--- config.mk ---
export PLATFORM = sky130hd
export DESIGN_NAME = grant_arb4
export DESIGN_NICKNAME = d
export VERILOG_FILES = /design/src/rtl/arb_pkg.sv /design/src/rtl/prio4_onehot.sv /design/src/rtl/grant_arb4.sv
export SDC_FILE = /design/constraint.sdc
export NUM_CORES = 1
export LEC_CHECK = 0
export ABC_AREA = 1
export CAP_MARGIN = 0
export CORE_MARGIN = 1
export CORE_UTILIZATION = 45
export DETAILED_ROUTE_END_ITERATION = 6
export PLACE_DENSITY = 0.81
export SETUP_SLACK_MARGIN = 0.05
export SLEW_MARGIN = 20
export SYNTH_ARGS = -nofsm -noshare
export SYNTH_HDL_FRONTEND = slang
export SYNTH_HIERARCHICAL = 1
export SYNTH_SLANG_ARGS = --single-unit
--- constraint.sdc ---
create_clock -name clk -period 1.6 [get_ports clk]
set_input_delay 0.32 -clock clk [delete_from_list [all_inputs] [get_ports clk]]
set_output_delay 0.32 -clock clk [all_outputs]
set_load 0.05 [all_outputs]
--- src/rtl/arb_pkg.sv ---
// Shared types and helpers for the four-requester grant stage.
// No logic of its own; sizing constants and the one-hot to index conversion.
package arb_pkg;

  localparam int NREQ = 4;

  typedef enum logic [0:0] {
    ARB_IDLE = 1'b0,
    ARB_BUSY = 1'b1
  } arb_state_t;

  function automatic logic [1:0] onehot2idx(input logic [NREQ-1:0] oh);
    return {oh[3] | oh[2], oh[3] | oh[1]};
  endfunction

endpackage

--- src/rtl/prio4_onehot.sv ---
// Highest-index-wins one-hot pick over the eligible request set.
// Purely combinational, zero latency; no flow control.
module prio4_onehot
  import arb_pkg::*;
(
  input  logic [NREQ-1:0] elig,
  output logic [NREQ-1:0] pick
);

  always_comb begin
    pick = '0;
    if (elig[3])      pick = 4'b1000;
    else if (elig[2]) pick = 4'b0100;
    else if (elig[1]) pick = 4'b0010;
    else if (elig[0]) pick = 4'b0001;
  end

endmodule

--- src/rtl/grant_arb4.sv ---
// Held one-hot grant with done/withdraw/timeout release and timeout lockout.
// Grant appears one cycle after req; release forces a one-cycle idle gap before the next grant.
module grant_arb4
  import arb_pkg::*;
#(
  parameter int MAX_HOLD = 15,
  parameter int CNT_W    = (MAX_HOLD < 1) ? 1 : $clog2(MAX_HOLD + 1)
) (
  input  logic            clk,
  input  logic            rst_n,
  input  logic [NREQ-1:0] req,
  input  logic            done,
  output logic [NREQ-1:0] gnt,
  output logic            gnt_valid,
  output logic [1:0]      gnt_id,
  output logic            timeout,
  output logic [NREQ-1:0] lock
);

  localparam bit             HOLD_EN = (MAX_HOLD > 0);
  localparam logic [CNT_W-1:0] CNT_LIM = CNT_W'((MAX_HOLD > 0) ? MAX_HOLD - 1 : 0);

  arb_state_t      state;
  logic [CNT_W-1:0] cnt;
  logic [NREQ-1:0] elig;
  logic [NREQ-1:0] pick;
  logic [NREQ-1:0] lock_set;
  logic            rel_done;
  logic            rel_wdraw;
  logic            rel_to;
  logic            force_rel;

  assign elig = req & ~lock;

  prio4_onehot u_prio (
    .elig (elig),
    .pick (pick)
  );

  assign rel_done  = done;
  assign rel_wdraw = ~req[gnt_id];
  assign rel_to    = HOLD_EN && (cnt == CNT_LIM);
  // done and withdrawal both outrank the timeout, so only a clean expiry locks out
  assign force_rel = (state == ARB_BUSY) && !rel_done && !rel_wdraw && rel_to;
  assign lock_set  = force_rel ? gnt : '0;

  always_ff @(posedge clk or negedge rst_n) begin
    if (!rst_n) begin
      state     <= ARB_IDLE;
      gnt       <= '0;
      gnt_valid <= 1'b0;
      gnt_id    <= '0;
      timeout   <= 1'b0;
      lock      <= '0;
      cnt       <= '0;
    end else begin
      timeout <= force_rel;
      lock    <= (lock | lock_set) & req;
      case (state)
        ARB_IDLE: begin
          if (|elig) begin
            gnt       <= pick;
            gnt_valid <= 1'b1;
            gnt_id    <= onehot2idx(pick);
            cnt       <= '0;
            state     <= ARB_BUSY;
          end
        end
        ARB_BUSY: begin
          if (rel_done || rel_wdraw || rel_to) begin
            gnt       <= '0;
            gnt_valid <= 1'b0;
            gnt_id    <= '0;
            cnt       <= '0;
            state     <= ARB_IDLE;
          end else if (cnt != CNT_LIM) begin
            cnt <= cnt + 1'b1;
          end
        end
        default: state <= ARB_IDLE;
      endcase
    end
  end

endmodule

==> metrics.yaml, run 1 <==
totalNegativeSetupSlack_ns: 0
row_count: 15
hold_path_class: "in2async"
cpPeakStageDelay_ns: 0.44
cp_top_family: "simple AND/OR/NAND/NOR gates"
layout-drive-gt1-share: 0.2137
drt_pass1_iterations: 4
fin_util: 0.6498
die_area_sq_um: 2130
final_cell_mix: "nand2_1, inv_1, dfrtp_1"
cts-buffers-inserted: 3
power-per-cell-area_nw_per_um2: 1337
seq_area_frac_synth: 0.4850
synthesized_netlist_net_count: 117
tritoncts: "yes"
synth_area_leader_cell: "dfrtp_1"
detailroute.via_count: 754
antenna_cells_inserted: 0
synthesis.area_sq_um: 877.1
io_buffer_count: 18
final_common_cell: "nand2_1"
totalWireLength_mm: 1.788
cp-start-kind: "register"
clock_sinks: 17
die_h_um: 46.15
netlist-cell-type-count: 18
r2r_end: "gnt[1]"
clk_root_buffer_cell: "clkbuf_4"
cts.repair_timing.setup_buffer_count: 0
htreeDepth: 1
leakage_nw: 0.6090
worst_margin_pin_slew_ns: 0.2990
synth.yosys.warnings: 6
insertion_delay_ns: 0.30
finish.instance_area_sq_um: 1159
maxcap_violations: 0
initial_antenna_violation_count: 0
critical-path-slowest-cell: "dfrtp_1"
clock_skew_ns: 0.002555
clock_tree.buffer_depth: 2
postSynthCellCount: 108
slew_headroom: 0.8004
setup_viol_count_final: 0
final.min_clock_period_ns: 1.305
die_w_um: 46.15
synth_area_leaders: "dfrtp_1, nand2_1, inv_1, nand3_1, o21ai_0"
track_usage: 0.2058
avgSynthCellArea_sq_um: 8.121
drcViolationCount: 0
multi_input_comb_area_sq_um: 365.4
finish.net_count: 141
dpl.hpwl_mm: 1.412
min_period_over_period: 0.8155
critPathKind: "reg2reg"
sequential_cell_area_sq_um: 425.4
grt_pass1_vias: 685
effective_utilization_at_floorplan: 0.4919
floorplan.io_pins: 19
avgViaCountPerCell: 4.833
placement.cell_area_sq_um: 1129
r2r.worst_path.cells: 7
drt_first_iter_violations: 19
rsz0062_at_grt: "no"
path_max_fanout: 7
global_route_wire_length_before_repair_mm: 2.939
floorplan.core_area_sq_um: 1783
gpl.final_weighted_congestion: 0.8446
timing.final.hold_violations: 0
largest_net_degree_at_the_start_of_global_routing: 18
final_antenna_net_count: 0
critPathArrivalTime_ns: 1.51
critical_path.n_buffers_inverters: 1
critPathCaptureType: "register"
flow.area_growth_from_synthesis_pct: 32.10
number_of_register_bits_inferred_by_synthesis: 17
slew_viol_final: 0
worstPathCellList: "inv_1, ha_1, nand3_1, nand3_4, nand2_4, nand2_1, nand2_1"
timing.critical_path.required_ns: 1.81
netlist.area_leader.share: 0.4850
global_route.overflow_total: 0
worstReg2RegStart: "cnt[0]"
cts_repair_resize_count: 0
fill_cell_total_of_the_finished_layout: 146
crit_path_frequent_cell: "nand2_1"
path_clk_slew_ns: 0.11
fmax_mhz: 766.4
routedWlPerCell_um: 11.46
cts-hold-fix-buffers: 0
r2r_slack_ns: 0.30
status: "finished clean"
worst_vdd_ir_mv: 1.007
## layout make-up
class / count / share of cell area
clock buffers: 3 / 0.01944
multi-input cells: 69 / 0.3153
clock inverters: 1 / 0.006479
inverters: 21 / 0.06803
well taps: 25 / 0.02700
flip-flops and latches: 17 / 0.3672
repair buffers: 20 / 0.1965
## where the power goes
group          switching (mW)  leakage [nW]  internal, mW
clock                   0.151        0.0139        0.0953
sequential             0.0994         0.228         0.505
combinational           0.436         0.367         0.262
total                   0.686         0.609         0.862
## worst register-to-register path, cell delays in order, from the launching register on
cell     delay (ns)
dfrtp_1        0.44
inv_1          0.07
ha_1           0.14
nand3_1        0.17
nand3_4        0.18
nand2_4        0.09
nand2_1        0.08
nand2_1        0.05
## synthesized netlist by cell type (all sizes together)
library cell  count
a21oi             4
buf               1
dfrtp            17
ha                2
inv              21
nand2            35
nand3             9
nand4             4
nor2              7
o21ai             6
xnor2             1
xor2              1
## layer usage
layer | global-route usage | part of all wire
met5 | 0 | 0
met4 | 0.1294 | 0.030
met3 | 0.03529 | 0.027
met2 | 0.3296 | 0.48
met1 | 0.2550 | 0.46
## registers in the layout (all words and copies together) (netlist names)
name and flops:
gnt 4, lock 4, gnt_id 2, timeout 1, gnt_valid 1, state 1
cnt 4
## kinds of logic after synthesis
kind of cell    count (synthesis)  synth area share
simple gates                   55            0.3110
buf+inv                        22           0.09844
flops                          17            0.4850
compound gates                 10           0.05706
xor+xnor                        2           0.01998
fa+ha+maj                       2           0.02853
## worst max path at each step
stage / from / cells after the start / end
finish: cnt[0] / 7 / gnt[1]
global route: cnt[0] / 6 / lock[1]
CTS: cnt[0] / 7 / gnt[1]
detailed placement: req[3] / 8 / gnt_id[0]
global placement: req[3] / 9 / gnt_id[1]
floorplan: lock[2] / 7 / gnt_id[1]
## stage by stage
step	hold WS, ns	std cells	power, mW	setup slack (ns)
2_1_floorplan	0.02441	108	1.013	0.1526
3_3_place_gp	0.4788	152	1.294	0.07189
3_5_place_dp	0.4898	152	1.314	0.01925
4_1_cts	0.3349	156	1.557	0.2848
5_1_grt	0.3534	156	1.636	0.1762
6_report	0.3312	156	1.549	0.2952
No activity file was read; power rests on OpenSTA's default activity.
==> inputs of run 2 (changes only) <==
- CORE_UTILIZATION: 45 -> 44
- PLACE_DENSITY: 0.81 -> 0.83
- clock period: 1.6 -> 1.2 ns (I/O delays scaled with it)
==> metrics.yaml, run 2 (synthesis gave the netlist of run 1 again) <==
status: "finished, violations left"
violations: "setup timing"
floorplan.core_area_sq_um: 1802
power-per-cell-area_nw_per_um2: 1723
dr_wl_met2_mm: 1.482
gpl.final_weighted_congestion: 0.8600
global_route.overflow_total: 0
total_power_mw: 2.590
clock_skew_ns: 0.01098
path_clk_slew_ns: 0.11
drt_first_iter_violations: 56
r2r.worst_path.cells: 8
seq_power_share: 0.314
insertion_delay_ns: 0.30
setup_viol_count_final: 10
fill_cell_total_of_the_finished_layout: 93
path_max_fanout: 4
start_point_of_the_critical_path: "gnt_id[0]"
row_count: 15
final_common_cell: "buf_4"
timing.final.hold_violations: 0
track_usage: 0.2518
drt_pass1_iterations: 4
critPathKind: "reg2out"
leakage_nw: 0.7522
final.min_clock_period_ns: 1.277
clock_sinks: 17
r2r_end: "gnt_id[1]"
effective_utilization_at_floorplan: 0.4868
internal-power_mw: 1.483
final_antenna_net_count: 0
antenna_cells_inserted: 0
slew_viol_final: 0
clk_root_buffer_cell: "clkbuf_4"
worst_margin_pin_slew_ns: 0.2462
routed.top_layer: "met4"
worstReg2RegStart: "lock[2]"
hold_path_class: "in2async"
final_cell_mix: "buf_4, nand2_1, buf_12"
drcViolationCount: 0
avgViaCountPerCell: 5.236
totalNegativeSetupSlack_ns: -0.4430
io_buffer_count: 18
min_period_over_period: 1.064
cp-start-kind: "register"
layout-drive-gt1-share: 0.5163
grt_pass1_vias: 823
tritoncts: "yes"
global_route_wire_length_before_repair_mm: 3.712
dpl.hpwl_mm: 1.734
layout_setup_ws_ns: -0.07659
fin_util: 0.8340
rsz0062_at_grt: "yes"
p_comb_frac: 0.563
detailroute.wirelength.met3_um: 159
die_h_um: 46.65
routedWlPerCell_um: 15.58
totalWireLength_mm: 2.774
critPathCaptureType: "output port"
floorplan.io_pins: 19
share_clk_of_total_power: 0.124
clock_tree.buffer_depth: 2
die_area_sq_um: 2176
die_w_um: 46.65
flow.area_growth_from_synthesis_pct: 71.33
r2r_slack_ns: -0.06
worst_vdd_ir_mv: 1.839
final.hold.worst_slack_ns: 0.2667
timing.critical_path.required_ns: 0.96
fmax_mhz: 783.3
detailroute.via_count: 932
power.share.switching: 0.4272
critPathArrivalTime_ns: 1.04
reg_top3: "cnt x4, gnt x4, lock x4"
maxcap_violations: 0
wl_met1_mm: 1.091
cts-buffers-inserted: 3
largest_net_degree_at_the_start_of_global_routing: 18
crit_path_end: "gnt_id[0]"
htreeDepth: 1
initial_antenna_violation_count: 0
finish.net_count: 163
slew_headroom: 0.8359
switching_power_mw: 1.106
==> run 2: layout make-up <==
cell class	instances	area, sq um	area share
clock buffer	4	26.28	0.01749
inverter	21	81.33	0.05412
multi-input combinational	69	442.9	0.2948
sequential	17	434.2	0.2889
tap	25	31.28	0.02082
timing repair buffer	42	486.7	0.3239
==> run 2: per-stage QoR <==
step	std cells	setup slack (ns)	area [sq um]
after floorplan	108	-0.01495	902.1
final	178	-0.07659	1503
after global placement	161	-0.2656	1309
after detailed placement	161	-0.3471	1309
after CTS	171	-0.06064	1409
after global routing	178	-0.1152	1503
==> run 2: what timing repair did <==
action,4_1_cts,5_1_grt
setup buffers,6,7
pin swaps,9,6
gates resized for setup,15,15
hold buffers,0,0
endpoints found under the setup margin,19,25
==> run 2: worst max-delay path, cell delays in order (launching register included) <==
cell     delay (ns)
dfrtp_2        0.46
buf_6          0.14
buf_12         0.14
==> run 2: worst min path at each step <==
stage                    from         to  depth (start not counted)
floorplan               rst_n     cnt[0]                          0
global placement    gnt_valid  gnt_valid                          2
detailed placement  gnt_valid  gnt_valid                          2
CTS                     rst_n     gnt[2]                          2
global route            rst_n     gnt[2]                          2
finish                  rst_n     gnt[1]                          2
==> run 2: power by group through the flow <==
| stage | Sequential [mW] | Combinational (mW) | Clock, mW |
|---|---|---|---|
| finish | 0.813 | 1.46 | 0.320 |
| global route | 0.821 | 1.53 | 0.357 |
| CTS | 0.803 | 1.25 | 0.314 |
| detailed placement | 0.825 | 1.10 | 0 |
| global placement | 0.817 | 1.07 | 0 |
| floorplan | 1.03 | 0.346 | 0 |
==> run 2: layer usage <==
layer | GRT usage | vias to the layer above
met5 | 0 | -
met4 | 0.08000 | 0
met3 | 0.03529 | 9
met2 | 0.4583 | 49
met1 | 0.3000 | 448
li1 | - | 426
==> inputs of run 3 (changes only) <==
- SETUP_SLACK_MARGIN: 0.05 -> unset
==> metrics.yaml, run 3 (synthesis gave the netlist of run 1 again) <==
status: "finished, violations left"
violations: "setup timing"
finish.instance_area_sq_um: 1373
instances_no_fill: 167
drt_first_iter_violations: 28
global_route.overflow_total: 0
initial_antenna_violation_count: 0
effective_utilization_at_floorplan: 0.4868
drcViolationCount: 0
avgViaCountPerCell: 5.012
slew_headroom: 0.8351
dpl.hpwl_mm: 1.622
cp-start-kind: "register"
tritoncts: "yes"
totalWireLength_mm: 2.224
critical_path.n_buffers_inverters: 2
cts-hold-fix-buffers: 0
final_antenna_net_count: 0
grt_pass1_vias: 825
io_buffer_count: 18
rsz0062_at_grt: "yes"
reg_top3: "cnt x4, gnt x4, lock x4"
finish.net_count: 152
flow.area_growth_from_synthesis_pct: 56.49
detailroute.via_count: 837
path_clk_slew_ns: 0.10
clock_skew_ns: 0.009905
clk_root_buffer_cell: "clkbuf_4"
critPathCaptureType: "output port"
seq_power_share: 0.355
detailroute.wirelength.met3_um: 86
slew_viol_final: 0
critical-path-slowest-cell: "dfrtp_2"
layout-drive-gt1-share: 0.4014
setup_viol_count_final: 3
switching_power_mw: 0.9732
place.detailed.instances: 160
cp_top_family: "flip-flops"
routed.top_layer: "met4"
internal-power_mw: 1.330
antenna_cells_inserted: 0
routedWlPerCell_um: 13.32
power-per-cell-area_nw_per_um2: 1678
share_clk_of_total_power: 0.134
wl_met1_um: 939
cts-buffers-inserted: 3
drt_pass1_iterations: 4
final_cell_mix: "nand2_1, inv_1, buf_12, buf_4, dfrtp_1"
row_count: 15
worstPathCellList: "buf_6, buf_12"
insertion_delay_ns: 0.29
leakage_nw: 0.6842
die_w_um: 46.65
dr_wl_met2_mm: 1.148
critPathArrivalTime_ns: 1.01
cpPeakStageDelay_ns: 0.45
maxcap_violations: 0
min_period_over_period: 1.046
timing.critical_path.required_ns: 0.96
floorplan.io_pins: 19
floorplan.core_area_sq_um: 1802
final_common_cell: "nand2_1"
hold_path_class: "in2async"
die_h_um: 46.65
worst_vdd_ir_mv: 1.809
global_route_wire_length_before_repair_mm: 3.505
fin_util: 0.7618
layout_setup_ws_ns: -0.05498
timing.final.hold_violations: 0
htreeDepth: 1
clock_sinks: 17
path_max_fanout: 4
fmax_mhz: 796.8
power.share.switching: 0.4226
dpl_worst_slack_ns: -0.3334
worst_margin_pin_slew_ns: 0.2468
clock_tree.buffer_depth: 2
p_comb_frac: 0.512
die_area_sq_um: 2176
final.min_clock_period_ns: 1.255
largest_net_degree_at_the_start_of_global_routing: 18
critPathKind: "reg2out"
track_usage: 0.2377
gpl.final_weighted_congestion: 0.8453
placement.cell_area_sq_um: 1301
## run 3: metrics by stage
step / TNS [ns] / hold WS [ns] / total power [mW]
6_report: -0.06417 / 0.2548 / 2.303
5_1_grt: -0.9338 / 0.2558 / 2.435
4_1_cts: -0.06719 / 0.2583 / 2.270
3_5_place_dp: -4.758 / 0.5302 / 1.929
3_3_place_gp: -3.685 / 0.5282 / 1.895
2_1_floorplan: -0.1007 / -0.05559 / 1.379
## run 3: final timing paths
kind                                 from         to  slack (ns)  depth (start not counted)
worst max-delay path            gnt_id[0]  gnt_id[0]       -0.05                          2
worst min-delay path                rst_n    lock[3]        0.25                          2
worst max register to register  gnt_id[0]     gnt[0]       -0.01                          7
worst min register to register  gnt_valid  gnt_valid        0.55                          2
max in group asynchronous           rst_n     gnt[0]        0.73                          2
min in group clk                   req[0]    lock[0]        0.32                          4
## run 3: repair_timing
item	in CTS	in global routing
gates resized for setup	8	4
setup buffers	2	1
endpoints found under the setup margin	14	17
pin swaps	2	2
## run 3: layout make-up
type / count / area [sq um]
clock buffers: 4 / 26.28
fillers: 119 / 429.2
inverters: 21 / 78.83
multi-input cells: 69 / 400.4
flip-flops and latches: 17 / 434.2
well taps: 25 / 31.28
repair buffers: 31 / 401.6
## run 3: power groups by stage
stage / clock (mW) / sequential, mW / combinational, mW
global route: 0.357 / 0.827 / 1.25
detailed placement: 0 / 0.822 / 1.11
CTS: 0.314 / 0.813 / 1.14
finish: 0.308 / 0.816 / 1.18
floorplan: 0 / 1.03 / 0.351
global placement: 0 / 0.817 / 1.08
## run 3: metal layers
metal	global-route usage	vias to the layer above
li1	-	402
met1	0.2767	407
met2	0.3972	22
met3	0.07059	6
met4	0.1086	0
met5	0	-
## run 3: worst register-to-register path, cell delays in order (launching register included)
cell and delay (ns):
dfrtp_2 0.45, nand2_1 0.11, nand3_1 0.09, nand2_2 0.14, nand3_4 0.12, nand2_4 0.11, nand2_1 0.05, nand2_1 0.06
